===== src/rtl/pc_fetch_unit.sv =====
// pc_fetch_unit: PC register and instruction fetch handshake for a single-issue front end.
// Optional feature: define FETCH_MISALIGN_TRAP_EN to trap redirects whose target has bit 1 set.
module pc_fetch_unit #(
    parameter int               NBits    = 32,
    parameter logic [NBits-1:0] RESET_PC = 32'h0040_0000
) (
    input  logic             clk,
    input  logic             reset,
    input  logic             redirect_valid_i,
    input  logic [NBits-1:0] redirect_target_i,
    input  logic             stall_i,
    input  logic             imem_ready_i,
    input  logic [31:0]      imem_rdata_i,
    output logic             imem_req_o,
    output logic [NBits-1:0] imem_addr_o,
    output logic             inst_valid_o,
    output logic [31:0]      inst_o,
    output logic [NBits-1:0] pc_o,
    output logic [NBits-1:0] pc_plus4_o,
    output logic             misalign_o
);
    typedef enum logic [1:0] {BOOT, REQ, HOLD, FAULT} state_t;
    state_t           state_q, state_d;
    logic [NBits-1:0] pc_q, pc_d, pco_q, pco_d, tgt;
    logic [31:0]      inst_q, inst_d;
    logic             mis_q, mis_d, bad;
`ifdef FETCH_MISALIGN_TRAP_EN
    assign tgt = redirect_target_i & ~{{(NBits-1){1'b0}}, 1'b1};
    assign bad = redirect_target_i[1];
`else
    assign tgt = redirect_target_i & ~{{(NBits-2){1'b0}}, 2'b11};
    assign bad = 1'b0;
`endif
    assign imem_req_o   = state_q == REQ;
    assign inst_valid_o = state_q == HOLD;
    assign imem_addr_o  = pc_q;
    assign inst_o       = inst_q;
    assign pc_o         = pco_q;
    assign pc_plus4_o   = pco_q + NBits'(4);
    assign misalign_o   = mis_q;
    // next-state: redirect beats memory response and stall; BOOT and FAULT ignore redirects
    always_comb begin
        state_d = state_q;
        pc_d    = pc_q;
        pco_d   = pco_q;
        inst_d  = inst_q;
        mis_d   = mis_q;
        case (state_q)
            BOOT: state_d = REQ;
            REQ, HOLD: begin
                if (redirect_valid_i) begin
                    if (bad) begin
                        state_d = FAULT;
                        mis_d   = 1'b1;
                    end else begin
                        state_d = REQ;
                        pc_d    = tgt;
                    end
                end else if (state_q == REQ && imem_ready_i) begin
                    state_d = HOLD;
                    inst_d  = imem_rdata_i;
                    pco_d   = pc_q;
                    pc_d    = pc_q + NBits'(4);
                end else if (state_q == HOLD && !stall_i) begin
                    state_d = REQ;
                end
            end
            default: state_d = FAULT;
        endcase
    end
    // state register with synchronous reset dominating all inputs
    always_ff @(posedge clk) begin
        if (reset) begin
            state_q <= BOOT;
            pc_q    <= RESET_PC;
            pco_q   <= '0;
            inst_q  <= '0;
            mis_q   <= 1'b0;
        end else begin
            state_q <= state_d;
            pc_q    <= pc_d;
            pco_q   <= pco_d;
            inst_q  <= inst_d;
            mis_q   <= mis_d;
        end
    end
endmodule

===== config.mk =====
export PLATFORM = sky130hd
export DESIGN_NAME = pc_fetch_unit
export DESIGN_NICKNAME = d
export VERILOG_FILES = /design/src/rtl/pc_fetch_unit.sv
export SDC_FILE = /design/constraint.sdc
export NUM_CORES = 1
export LEC_CHECK = 0
export ABC_CLOCK_PERIOD_IN_PS = 2900
export CORE_MARGIN = 2
export CORE_UTILIZATION = 43
export CTS_CLUSTER_SIZE = 30
export DETAILED_ROUTE_END_ITERATION = 8
export PLACE_DENSITY = 0.93
export SYNTH_ARGS = -nofsm -noshare
export SYNTH_HDL_FRONTEND = slang
export SYNTH_SLANG_ARGS = --single-unit

===== constraint.sdc =====
create_clock -name clk -period 2.9 [get_ports clk]
set_input_delay 0.435 -clock clk [delete_from_list [all_inputs] [get_ports clk]]
set_output_delay 0.435 -clock clk [all_outputs]
set_load 0.01 [all_outputs]

# Yosys cells after proc, flatten, opt, wreduce, memory -nomap -nowiden

Cells that the tools add are included.

Add/sub/neg operators: 2
Bitwise gates (word level): 1
Eq/ne operators: 3
Multiplexer cells: 6
Reduce and logical (&&, ||, !) cells: 8

Operator list:

| cell                    | count |
|---|---|
| $add A32 B3 Y32 const B | 2 |
| $mux W32                | 2 |
| $mux W2                 | 3 |
| $ne A4 B4 Y1 const B    | 1 |
| $pmux W2 S2             | 1 |
| $reduce_and A3 Y1       | 1 |
| $eq A2 B1 Y1 const B    | 1 |
| $eq A2 B2 Y1 const B    | 1 |
| $logic_and A1 B1 Y1     | 2 |
| $logic_not A2 Y1        | 1 |
| $reduce_and A2 Y1       | 1 |
| $reduce_bool A2 Y1      | 1 |
| $reduce_or A2 Y1        | 1 |
| $logic_not A1 Y1        | 1 |
| $not A1 Y1              | 1 |

Register bits after elaboration: 98
Output and inout port bits: 131
Input bits: 69
Logic and storage cells: 24

# Longest topological paths before layout

Gate-level depths: netlist of the first run.

Depth in word-level cells: 6
Gate-level depth with buffers: 9
Mapped depth without buffers: 7

# Worst setup path before layout of the first run

OpenSTA, ideal clock, no wires.

Path type: register -> output
Start point: reg pco_q[2], in the netlist pc_o[2]
End point: out pc_plus4_o[30]
Data required time: 2.465 ns
Slack: 0.520 ns
Data arrival time: 1.945 ns
Path buffers: 0
Cell stages (with the launch flop): 7
Cells stage by stage: dfxtp_1 -> ha_1 -> nand3_1 -> nor4_1 -> nand3_1 -> nor2_1 -> xor2_1

Cells in the longest elaborated chain, start to end: 1

Ends and longest elaborated chain:

| element                | RTL line | source |
|---|---|---|
| from (decl)            | 24       | `logic [NBits-1:0] pc_q, pc_d, pco_q, pco_d, tgt;` |
| from (signal assigned) | 82       | `pco_q <= pco_d;` |
| $add A32 B3 Y32        | 39       | `assign pc_plus4_o = pco_q + NBits'(4);` |
| to (decl)              | 19       | `output logic [NBits-1:0] pc_plus4_o,` |

No other way between the ends.

# Final worst setup path of the first run

Start point: reg pco_q[3], in the netlist pc_o[3]
End point: out pc_plus4_o[26]

Same word-level chain as after synthesis.

==> flow_results.org, run 1 <==
** Clock tree
- The cell sitting at the root of the clock tree is a sky130_fd_sc_hd__clkbuf_8.
- Number of H-tree levels :: 3
- Clock tree from TritonCTS :: yes
- Total clock buffers created by CTS :: 9
- The clock net in this run drives a total of 94 sinks.
- Buffers inserted to repair hold after CTS numbered 0.
- Clock latency on the worst-skew pair, taken at its later pin, is 360 ps.
- Maximum clock insertion buffer count :: 2
- After clock tree synthesis, the clock-pin slew on the worst setup and hold paths is 100 ps.

** Hold path
- Counting instances, the worst hold path has a depth of 2.
- The tightest min-delay check is of the reg2reg type.

** Cells and area
- Of the cells placed in the final design, the portion with a size suffix greater than 1 is 7.21%.
- The filler cells instantiated in the layout total 932.
- At the end of the flow the core is filled with cells to 65.4%.
- Final Net Count :: 902
- Compared with the post-synthesis result, the final layout area differs by 48.9%.
- The number of antenna diodes in the final layout is 0.
- Finished Cell Area :: 7090 um^2

** Yosys
- Count leader, synth :: sky130_fd_sc_hd__nand2_1
- Mean instance size in the synthesized netlist :: 7.35 um^2
- Top cell types by occurrence after synthesis :: sky130_fd_sc_hd__nand2_1 (164), sky130_fd_sc_hd__dfxtp_1 (94), sky130_fd_sc_hd__a21oi_1 (80)
- Warnings from Yosys :: 0
- In this run, synthesis inferred 0 flip-flops with an integrated enable.
- Counting flops with an async set or reset pin after synthesis yields a share of 0%.
- Sequential area share after synthesis :: 39.5%
- By area the synthesized netlist is led by sky130_fd_sc_hd__dfxtp_1 (39%), sky130_fd_sc_hd__nand2_1 (13%), sky130_fd_sc_hd__a21oi_1 (8.4%).
- Leading register cell type out of synthesis :: sky130_fd_sc_hd__dfxtp_1
- Synthesis instantiated 55 different standard cells from the library.
- Library cell with the largest summed area after synthesis :: sky130_fd_sc_hd__dfxtp_1
- Number of instances in the synthesized netlist :: 648
- Flip-flop and latch count after synthesis :: 94
- Netlist area before placement :: 4760 um^2
- Of the post-synthesis cell area, the dominant cell type holds 39.5%.

** Global routing
- Maximum number of pins on one net before global-route repair :: 52
- Via count of the first global-routing pass :: 4,748
- The number of antenna violations at the first check in global routing was 0.
- Aggregate global-route resource usage :: 25.2%
- Global routing used 41.4% of the available met2 tracks.
- Layer with the highest usage :: met2
- For this run, global-route usage on met1 was measured as 33.9%.
- The first global-routing pass estimated 23,800 um of wire.
- In the global route stage, met3 resource usage came out at 3.95%.
- Overflow left after global routing :: 0

** STA
- Measured slew at the worst slew-check pin :: 624 ps
- Final period util :: 97.8%
- Count of final max-slew check failures :: 0
- The number of hold-slack violations in the final timing report was 0.
- Clock skew on the completed layout was measured at 11.5 ps.
- Maximum clock frequency :: 352 MHz
- Setup violations remaining at the end of the flow were counted as 0.
- Hold timing on the final database bottoms out at a slack of 458 ps.
- Summed negative setup slack over all endpoints :: 0 ps
- Headroom to the max-slew limit came out at 58.1%.
- The worst path needs 2840 ps of the cycle, external delays included.

** Die
- The die covers 11,900 um^2.
- 200 I/O pins were placed.
- The floorplan has 38 rows.
- Initial Utilization :: 44.0%
- Die Wd :: 109 um
- The total area inside the core boundary comes to 10,800 um^2.
- In this run the vertical extent of the chip is 109 um.

** Drt
- Wire length reported by the detailed router :: 15,600 um
- The first routing iteration left 633 violations.
- Detailed-route wire length per cell :: 16.1 um
- DRC Markers :: 0
- Via-to-Cell Ratio :: 5.52
- Vias :: 5,363
- Routed Antenna Nets :: 0
- The first detailed-routing pass ran for 5 iterations.

** Place
- The count of buffers added on input and output ports is 190.
- The placed instances occupy a cell area of 6770 um^2.
- The wire-length estimate of the detail-placed layout is 11,200 um.
- The congestion estimate from routability-driven global placement came to 0.916.

** Setup path
- STA classifies the critical path startpoint as a flip-flop.
- Type of the worst setup path :: reg2out
- Largest fanout of any net on the critical path :: 5
- STA classifies the critical path endpoint as an output port.
- At the worst endpoint, the arrival time is 2400 ps.
- Endpoint required time on the critical path :: 2470 ps
- Measured in cells, the most critical reg-to-reg path has a length of 5.

** Power
- Worst ir drop on vdd :: 0.382 mV
- Leakage power of the design :: 0.00248 uW
- For this design the ratio of total power to cell area is 521 nW/um^2.

** Run status
- Run status :: finished clean

** Run
- Maximum Capacitance Violations :: 0
-- metrics by stage --
step	total power, uW	instances	setup WS (ps)
after floorplan	2160	654	520
after global placement	2690	951	300
after detailed placement	2720	951	245
after CTS	3700	970	17.5
after global routing	3880	972	-30.3
final	3700	972	63.1
-- timing repair --
action	in CTS	in global routing
gates resized for setup	11	10
endpoints found under the setup margin	6	12
pin swaps	1	3
buffers inserted	3	2
-- layout make-up --
cell class | instances | area [um^2] | share of cell area (%)
clock buffers | 10 | 138 | 1.94
clock inverters | 6 | 91.3 | 1.29
inverters | 13 | 48.8 | 0.688
multi-input cells | 497 | 2670 | 37.6
flip-flops and latches | 94 | 1890 | 26.7
well taps | 140 | 175 | 2.47
repair buffers | 212 | 2080 | 29.3
-- placed cells by master (no fill, tap or decap), drive strengths merged, types with 2 or more instances in the layout --
cell type      netlist  layout
nor3                 9       9
conb                 1       7
ha                   6       6
clkinv               0       2
xor2                10      10
nand3               33      33
clkbuf              35      10
o311ai               2       2
nand2b               2       2
dlymetal6s2s         0       6
bufinv               0       2
nor4                 7       7
a31oi               10      10
buf                 15      23
or4                  6       6
and2                 3       3
o31ai                4       4
xnor2               19      19
o22ai                3       3
nand3b               2       2
o211ai               6       6
a22oi                8       8
nor2b                2       2
a311oi               2       2
dfxtp               94      94
inv                 13      15
a211oi               5       5
nand2              164     164
o21ai               14      14
mux2i                3       3
nand4               17      17
a21oi               80      80
clkdlybuf4s50        0     183
and3                 7       7
or3                  6       6
nor2                43      43
-- state kept, by name, indices dropped and copies added (netlist names) --
signal       cells
state_q          2
imem_addr_o     30
pc_o            30
inst_o          32
-- routing by layer --
| layer | routed length (um) | share of wire [%] | up-vias |
|---|---|---|---|
| met5 | 0 | 0 | - |
| li1 | - | - | 2593 |
| met2 | 7600 | 49 | 255 |
| met3 | 1070 | 6.9 | 35 |
| met4 | 333 | 2.1 | 0 |
| met1 | 6600 | 42 | 2480 |
-- critical path, cell delays in order, from the launching register on --
cell	delay [ps]
sky130_fd_sc_hd__dfxtp_2	390
sky130_fd_sc_hd__ha_1	210
sky130_fd_sc_hd__nand3_2	150
sky130_fd_sc_hd__nor4_2	170
sky130_fd_sc_hd__buf_4	180
sky130_fd_sc_hd__buf_4	120
sky130_fd_sc_hd__nand4_1	110
sky130_fd_sc_hd__xnor2_1	160
sky130_fd_sc_hd__clkdlybuf4s50_1	550
-- power breakdown --
part	switching (uW)	leakage, uW	internal (uW)
registers	218	0.000766	1420
clock network	473	0.000117	516
logic	554	0.00160	518
-- cell families (layout without fill, tap and decap cells) --
| group | Yosys count | after routing | share of synthesized area (%) |
|---|---|---|---|
| fa+ha+maj | 6 | 6 | 1.58 |
| buf+inv | 63 | 241 | 5.65 |
| simple gates | 305 | 305 | 28.8 |
| flops | 94 | 94 | 39.5 |
| compound gates | 147 | 147 | 18.4 |
| xor+xnor | 29 | 29 | 5.33 |
| mux | 3 | 3 | 0.630 |
| other cells | 1 | 7 | 0.0787 |
-- worst paths after layout --
check	startpoint	end	slack (ps)
max	pc_o[3]	pc_plus4_o[26]	60
min	inst_o[22]	inst_o[22]	460
max reg2reg	imem_addr_o[9]	imem_addr_o[27]	390
min reg2reg	inst_o[22]	inst_o[22]	460
(Power assumes the default switching activity.)
==> run 2, diff against run 1 <==
SETUP_SLACK_MARGIN = 0.02   (was not set)
SLEW_MARGIN = 15   (was not set)
==> run 2 against run 1 <==
Against the previous run: critical path depth is the same; design area hardly changed; sequential share of layout area is essentially flat; first-iteration DRC count is 1.1% higher; clock skew grew 1.0 ps; global-route usage unchanged; clock-buffer cell count stayed put; critical path type unchanged; critical endpoint is now pc_plus4_o[28]; largest cell class unchanged; highest routed layer unchanged.
==> flow_results.org, run 2 (synthesis gave the netlist of run 1 again) <==
** Run status
- Run status :: finished clean (unchanged)

** STA
- The number of hold-slack violations in the final timing report came to 0 (unchanged).
- Final-layout worst hold slack :: 457 ps (was 458 ps)
- The headroom to the max-slew limit was 57.9% (was 58.1%).
- Minimum clock period after layout :: 2800 ps (was 2840 ps)
- The part of the cycle the worst path needs was 96.5% (was 97.8%).
- Skew final :: 12.5 ps (was 11.5 ps)
- The final setup violation count is 0 (unchanged).
- The number of max-slew violations in the final report was 0 (unchanged).
- The summed negative setup slack over all endpoints was 0 ps (unchanged).
- Maximum clock frequency :: 357 MHz (was 352 MHz)
- The slew at the pin closest to its max-slew limit is 627 ps (was 624 ps).

** Global routing
- Overflow left after global routing :: 0 (unchanged)
- Maximum number of pins on one net before global-route repair :: 52 (unchanged)
- The wire length of the first global-routing pass is 23,800 um (unchanged).
- Number of antenna violations at the first check in global routing :: 0 (unchanged)
- The number of global-route vias before repair came to 4,748 (unchanged).
- The global router's overall resource usage was 25.2% (unchanged).

** Setup path
- Endpoint type of the worst setup path :: output port (unchanged)
- The worst stage delay on the critical path is 550 ps (about the same).
- The slowest library cell on the worst path is sky130_fd_sc_hd__clkdlybuf4s50_1 (unchanged).
- Cell-by-cell trace of the critical path :: ha_1, nand3_2, nor4_2, buf_4, nand3_1, nor2_1, xnor2_1, clkdlybuf4s50_1 (was ha_1, nand3_2, nor4_2, buf_4, buf_4, nand4_1, xnor2_1, clkdlybuf4s50_1)
- The worst reg2reg path endpoint was imem_addr_o[29] (was imem_addr_o[27]).
- The top fanout value on the critical path was 5 (unchanged).
- The startpoint of the lowest-slack register-to-register path was imem_addr_o[9] (unchanged).
- Type of the worst setup path :: reg2out (unchanged)
- Worst reg-to-reg path cell count :: 5 (unchanged)
- The worst path required time came to 2470 ps (about the same).
- Arrival time at the worst endpoint :: 2360 ps (was 2400 ps)
- Worst setup SP type :: flip-flop (unchanged)
- Internal reg-to-reg setup slack :: 420 ps (was 390 ps)

** Clock tree
- The worst-case clock buffer depth came to 2 (unchanged).
- The buffer type at the clock tree root is sky130_fd_sc_hd__clkbuf_8 (unchanged).
- The clock transition at the register clock pins on the worst setup and hold paths after CTS is 100 ps (about the same).
- Number of clock sinks :: 94 (unchanged)
- The clock latency of the later-clocked register in the worst-skew pair is 360 ps (about the same).
- Total clock buffers created by CTS :: 9 (unchanged)
- Number of H-tree levels :: 3 (unchanged)
- The TritonCTS clock tree is yes (unchanged).

** Drt
- Count of routing violations after the opening detailed-route iteration :: 640 (was 633)
- The number of vias per cell after detailed routing is 5.52 (about the same).
- Detailed-route wire length per cell :: 16.0 um (was 16.1 um)
- 1st-pass router iterations :: 5 (unchanged)
- The count of vias placed by the detailed router came to 5,368 (was 5,363).
- Routed Antenna Nets :: 0 (unchanged)
- DRC Markers :: 0 (unchanged)
- The final wirelength was 15,600 um (about the same).

** Cells and area
- Most frequent cells in the layout: sky130_fd_sc_hd__clkdlybuf4s50_1 (182), sky130_fd_sc_hd__nand2_1 (164), sky130_fd_sc_hd__dfxtp_1 (86) (was sky130_fd_sc_hd__clkdlybuf4s50_1 (183), sky130_fd_sc_hd__nand2_1 (164), sky130_fd_sc_hd__dfxtp_1 (86)).
- The count of antenna diodes in the layout was 0 (unchanged).
- Most frequent standard cell in the layout excluding fill and tap cells :: sky130_fd_sc_hd__clkdlybuf4s50_1 (unchanged)
- Final Net Count :: 902 (unchanged)
- Total of fill cells in the finished design :: 933 (was 932)
- The area growth from synthesis to layout came to 48.9% (about the same).
- Fraction of final layout cells with drive strength greater than 1 :: 7.21% (unchanged)
- The number of flip-flops under the largest register name came to 32 (unchanged).
- The final instance area is 7090 um^2 (about the same).

** Power
- Leakage power of the design :: 0.00249 uW (was 0.00248 uW)
- The worst voltage drop across the vdd grid was 0.380 mV (was 0.382 mV).
- The power per cell area was 521 nW/um^2 (about the same).

** Run
- Maximum Capacitance Violations :: 0 (unchanged)

** Hold path
- Min-Delay Startpoint :: inst_o[22] (unchanged)
- Hold Crit Depth :: 2 (unchanged)
- The destination of the worst hold path is inst_o[22] (unchanged).
- The worst min-delay path category is reg2reg (unchanged).

** Place
- The post-DP HPWL was 11,200 um (unchanged).
- The instance area at placement came to 6770 um^2 (unchanged).
- Placer congestion estimate :: 0.916 (unchanged)
- Port Buffer Count :: 190 (unchanged)

** Die
- Vertical die dimension :: 109 um (unchanged)
- The number of cell rows came to 38 (unchanged).
- Num ports :: 200 (unchanged)
- Overall die area :: 11,900 um^2 (unchanged)
- Core Area :: 10,800 um^2 (unchanged)
- The initial core utilization came to 44.0% (unchanged).
- The die width is 109 um (unchanged).
[run 2: changes by cell type in the layout (fill, tap and decap cells not counted), sizes merged]
cell,before,now
clkdlybuf4s50,183,182
dlygate4sd2,0,1
[run 2: timing repair]
item	CTS	global route
endpoints found under the setup margin	7	12
gates resized for setup	12	10
setup buffers	3	2
pin swaps	1	3
hold buffers	0	0
[run 2: critical path, delay by kind of cell, from the launching register on]
| family | cells | cell delay, ps |
|---|---|---|
| fa+ha+maj | 1 | 210 |
| flops | 1 | 390 |
| xor+xnor | 1 | 130 |
| buf+inv | 2 | 730 |
| simple gates | 4 | 540 |
[run 2: routing by layer]
metal	track usage (%)	routed length (um)
met1	33.9	6610
met2	41.4	7550
met3	3.95	1130
met4	8.05	281
met5	0	0
[run 2: metrics by stage]
stage | util [%] | setup slack, ps | cells | total power [uW]
floorplan | - | 520 | 654 | 2160
global placement | 62.4 | 300 | 951 | 2690
detailed placement | 62.4 | 245 | 951 | 2720
CTS | 65.0 | 43.1 | 970 | 3700
global route | 65.4 | -14.8 | 972 | 3870
finish | 65.4 | 101 | 972 | 3690
[run 2: cell type report]
| cell class | instances | area (um^2) | area share, % |
|---|---|---|---|
| multi-input combinational | 497 | 2670 | 37.6 |
| timing repair buffer | 212 | 2080 | 29.3 |
| sequential | 94 | 1890 | 26.7 |
| tap | 140 | 175 | 2.47 |
| clock buffer | 10 | 138 | 1.94 |
| clock inverter | 6 | 91.3 | 1.29 |
| inverter | 13 | 48.8 | 0.688 |
[run 2: how the worst max path moves through the flow]
stage | startpoint | endpoint | slack [ps] | depth (start not counted)
after floorplan | pc_o[2] | pc_plus4_o[30] | 520 | 6
after global placement | pc_o[2] | pc_plus4_o[29] | 300 | 7
after detailed placement | pc_o[4] | pc_plus4_o[29] | 240 | 7
after CTS | pc_o[8] | pc_plus4_o[29] | 40 | 7
after global routing | pc_o[2] | pc_plus4_o[28] | -10 | 8
final | pc_o[3] | pc_plus4_o[28] | 100 | 8
[run 2: power breakdown]
group | switching [uW] | internal (uW) | total [uW]
Sequential | 218 | 1420 | 1630
Clock | 471 | 516 | 987
Combinational | 556 | 518 | 1070
Total | 1240 | 2450 | 3690
